--- config.mk ---
export PLATFORM = sky130hd
export DESIGN_NAME = wave_dac_spi
export DESIGN_NICKNAME = d
export VERILOG_FILES = /design/src/rtl/wave_dac_spi.sv
export SDC_FILE = /design/constraint.sdc
export NUM_CORES = 1
export LEC_CHECK = 0
export CORE_MARGIN = 2
export CORE_UTILIZATION = 53
export DETAILED_ROUTE_END_ITERATION = 7
export PLACE_DENSITY = 0.85
export SLEW_MARGIN = 10
export SYNTH_ARGS = -nofsm -noshare
export SYNTH_HDL_FRONTEND = slang
export SYNTH_SLANG_ARGS = --single-unit
--- constraint.sdc ---
create_clock -name clk -period 1.83 [get_ports clk]
set_input_delay 0.183 -clock clk [delete_from_list [all_inputs] [get_ports clk]]
set_output_delay 0.183 -clock clk [all_outputs]
set_load 0.1 [all_outputs]
--- src/rtl/wave_dac_spi.sv ---
// wave_dac_spi: accepts one 8-bit sample per frame and shifts it out MSB first
// as a 16-bit {CTRL, sample, 4'b0} frame to a serial DAC; samples offered while busy are dropped.
module wave_dac_spi #(
    parameter int         CLK_DIV = 4,
    parameter int         CS_HIGH = 4,
    parameter logic [3:0] CTRL    = 4'b0000
) (
    input  logic       clk,
    input  logic       rst_n,
    input  logic [7:0] sample_in,
    input  logic       sample_valid,
    output logic       sample_ready,
    output logic       dac_cs_n,
    output logic       dac_sclk,
    output logic       dac_din,
    output logic       busy,
    output logic       frame_done
);
    localparam int DW = $clog2(2 * CLK_DIV);
    localparam int HW = (CS_HIGH > 1) ? $clog2(CS_HIGH) : 1;
    localparam logic [DW-1:0] DIV_LAST  = DW'(2 * CLK_DIV - 1);
    localparam logic [DW-1:0] DIV_HALF  = DW'(CLK_DIV);
    localparam logic [HW-1:0] HOLD_LAST = HW'(CS_HIGH - 1);

    typedef enum logic [1:0] {IDLE, SHIFT, HOLD} state_t;

    state_t        state_q, state_d;
    logic [15:0]   sh_q, sh_d;
    logic [DW-1:0] div_q, div_d;
    logic [3:0]    bit_q, bit_d;
    logic [HW-1:0] hold_q, hold_d;
    logic          cs_n_q, sclk_q, din_q, busy_q, done_q;

    assign sample_ready = (state_q == IDLE) & rst_n;

    always_comb begin
        state_d = state_q;
        sh_d    = sh_q;
        div_d   = div_q;
        bit_d   = bit_q;
        hold_d  = hold_q;
        case (state_q)
            IDLE: if (sample_valid & sample_ready) begin
                state_d = SHIFT;
                sh_d    = {CTRL, sample_in, 4'b0000};
                div_d   = '0;
                bit_d   = '0;
            end
            SHIFT: if (div_q == DIV_LAST) begin
                div_d = '0;
                sh_d  = {sh_q[14:0], 1'b0};
                bit_d = bit_q + 4'd1;
                if (bit_q == 4'd15) begin
                    state_d = HOLD;
                    hold_d  = '0;
                end
            end else begin
                div_d = div_q + 1'b1;
            end
            HOLD: if (hold_q == HOLD_LAST) state_d = IDLE;
                  else hold_d = hold_q + 1'b1;
            default: state_d = IDLE;
        endcase
    end

    // Pin registers are loaded from next-state values so they line up with the state they describe.
    always_ff @(posedge clk or negedge rst_n) begin
        if (!rst_n) begin
            state_q <= IDLE;
            sh_q    <= '0;
            div_q   <= '0;
            bit_q   <= '0;
            hold_q  <= '0;
            cs_n_q  <= 1'b1;
            sclk_q  <= 1'b0;
            din_q   <= 1'b0;
            busy_q  <= 1'b0;
            done_q  <= 1'b0;
        end else begin
            state_q <= state_d;
            sh_q    <= sh_d;
            div_q   <= div_d;
            bit_q   <= bit_d;
            hold_q  <= hold_d;
            cs_n_q  <= state_d != SHIFT;
            sclk_q  <= (state_d == SHIFT) && (div_d >= DIV_HALF);
            din_q   <= (state_d == SHIFT) && sh_d[15];
            busy_q  <= state_d != IDLE;
            done_q  <= (state_q == SHIFT) && (state_d == HOLD);
        end
    end

    assign dac_cs_n   = cs_n_q;
    assign dac_sclk   = sclk_q;
    assign dac_din    = din_q;
    assign busy       = busy_q;
    assign frame_done = done_q;
endmodule

==> out/metrics.csv <==
stage,metric,value,unit
run_status,outcome,"complete, no violations",
synth,Yosys warnings,0,
clock_network,Clock Latency Late Sink,330,ps
routing,Via Count,942,
sta,WHS,224,ps
placed_design,Detail Placement HPWL,1.75,mm
synth,Main synth FF type,dfrtp_1,
routing,Post-DRT Antenna Nets,0,
sta,Achievable Freq,585,MHz
sta,final setup margin,121,ps
cells_and_area,nets@finish,146,
sta,final worst path period need,1710,ps
floorplanning,core area,2430,um2
critical_path,Required @ worst endpoint,2110,ps
sta,setup TNS,0,ps
synth,synth top area cells,"dfrtp_1 (56%), a22o_1 (10%), a21o_1 (5.0%), ha_1 (3.7%), buf_6 (2.5%)",
sta,skew final,8.46,ps
routing,DR WL/cell,16.0,um
placed_design,Post-DP Area,1540,um2
sta,fin crit share,93.4,%
synth,share of the synthesized area in the top cell type,56.1,%
sta,RSZ-0062 raised after global routing,no,
floorplanning,total die area,2940,um2
synth,Synthesized Nets,121,
global_route,largest net degree at the start of global routing,23,
routing,DRC violations left,0,
synth,synthesis-stage register bit count,31,
sta,Final setup viols,0,
clock_network,H-Tree Depth,2,
synth,Netlist Area Pre-Place,1340,um2
global_route,vias in the first global route,944,
worst_hold_path,worst min-delay path class,input pin to asynchronous set/reset pin,
cells_and_area,Ant. Diodes,0,
clock_network,clock sinks,31,
clock_network,hold-fix buffer count after cts,0,
placed_design,routability cong.,0.863,
critical_path,CP Launch Type,register,
floorplanning,std cell rows,18,
power,VDD IR max,1130,uV
floorplanning,die height,54.3,um
synth,"FFs w/ async S/R, synth",100,%
sta,slew margin rel.,73.7,%
clock_network,Clock Tree Buf Depth,2,
synth,cells after synthesis,106,
floorplanning,Die X-Extent,54.3,um
synth,register area share after synthesis,58.0,%
sta,Least-Margin Pin Slew,394,ps
power,Cell Pwr Density,1430,nW/um2
routing,post-DR vias/cell,5.81,
critical_path,CP max FO,17,
synth,"EDFF count, synth",0,
cells_and_area,fraction of layout instances using a drive strength above 1,18.9,%
job,max-cap viol count,0,
global_route,met3 usage,8.74,%
synth,Avg Synthesized Cell Area,12.6,um2
routing,drt first-iter violations,10,
global_route,global-route wire length before repair,4.18,mm
synth,Synth cell types,32,
floorplanning,initial core utilization,55.0,%
critical_path,"Arr. time, crit path",1980,ps
global_route,met2 usage,32.5,%
placed_design,pre-CTS setup slack,83.9,ps
sta,final hold violation count,0,
global_route,total track usage,20.7,%
power,Lkg Pwr,0.813,nW
synth,post-synth top area cell,dfrtp_1,
global_route,grt total ovfl,0,
cells_and_area,Final Util,67.1,%
cells_and_area,final instance area,1630,um2
clock_network,clock root cell,clkbuf_4,
cells_and_area,Synth-to-Final Area Change,22.0,%
clock_network,CTS tree,yes,
clock_network,total CTS buffers,5,
routing,iteration count of the initial detailed-routing pass,4,
critical_path,type of the worst setup path,register to register,
sta,Max Transition Viols Final,0,
global_route,gr busiest metal,met2,
placed_design,port buffer count,16,
global_route,initial antenna violation count,0,
routing,Routed WL,2.59,mm
floorplanning,io pins,17,
clock_network,clock transition at the registers of the reported paths,100,ps
global_route,met1 Usage GRT,25.0,%
critical_path,CP Capture Type,register,
-- power by group --
group,internal (W),switching (W)
Sequential,0.000890,0.000137
Clock,0.000226,0.000227
Combinational,0.000344,0.000512
-- cells in the final DEF, fill, tap and decap left out, types with 2 or more instances in the layout --
| cell | n |
|---|---|
| buf_4 | 10 |
| a21oi_1 | 2 |
| nand2b_1 | 2 |
| ha_1 | 4 |
| o21ai_0 | 5 |
| buf_12 | 2 |
| nand3b_1 | 2 |
| a21o_1 | 9 |
| a22o_1 | 16 |
| nand3_1 | 5 |
| nor2_1 | 2 |
| clkbuf_8 | 2 |
| clkdlybuf4s50_1 | 10 |
| nand2_1 | 4 |
| dfrtp_1 | 30 |
| clkbuf_4 | 5 |
| inv_1 | 3 |
-- final cells by class --
class / instances / area [um2]
fill: 198 / 800
sequential: 31 / 777
inverter: 3 / 11.3
timing repair buffer: 22 / 215
clock buffer: 8 / 68.8
multi-input combinational: 68 / 523
tap: 30 / 37.5
-- final timing paths --
check	startpoint	depth (start not counted)	to	slack [ps]
worst max-delay path	div_q[0]	5	bit_q[1]	120
worst min-delay path	rst_n	2	div_q[0]	220
worst max register to register	div_q[0]	5	bit_q[1]	120
worst min register to register	hold_q[0]	1	hold_q[0]	490
max in group asynchronous	rst_n	2	bit_q[1]	1320
min in group clk	hold_q[0]	1	hold_q[0]	490
-- layer usage --
| metal | vias to the layer above | part of all wire (%) |
|---|---|---|
| met1 | 461 | 44 |
| met3 | 5 | 5.4 |
| met4 | 0 | 1.5 |
| li1 | 449 | - |
| met5 | - | 0 |
| met2 | 27 | 50 |
-- sequential cells by signal, summed over array words and instances (netlist names) --
name and count:
dac_din 1, sh_q 15, div_q 3, dac_cs_n 1, hold_q 2, bit_q 4
busy 1, frame_done 1, dac_sclk 1, state_q 2
-- synthesized netlist by cell type, types with 2 or more instances --
library cell and instances:
a21o_1 9, a21oi_1 2, a22o_1 16, buf_6 3, dfrtp_1 30, ha_1 4, inv_1 3, nand2_1 4
nand2b_1 2, nand3_1 5, nand3b_1 2, nor2_1 2, o21ai_0 5
-- critical path, stage by stage, from the launching register on --
cell and delay [ps]:
dfrtp_1 420, ha_1 220, ha_1 190, and3b_2 330, nor2_2 310, a22o_1 170
-- cell families after synthesis --
logic type | share of synthesized area (%)
AOI/OAI and AO/OA | 19.8
DFF | 58.0
and+or+nand+nor | 13.4
buffers and inverters | 4.30
adders and majority gates | 3.74
muxes | 0.748
-- timing repair --
item	4_1_cts	5_1_grt
resized for setup	0	1
buffers inserted	0	2
setup endpoints to repair	0	16
-- stage by stage --
stage / total power, W / instances
2_1_floorplan: 0.00165 / 106
3_3_place_gp: 0.00181 / 151
3_5_place_dp: 0.00186 / 151
4_1_cts: 0.00232 / 159
5_1_grt: 0.00248 / 162
6_report: 0.00234 / 162
(Power assumes the default switching activity.)
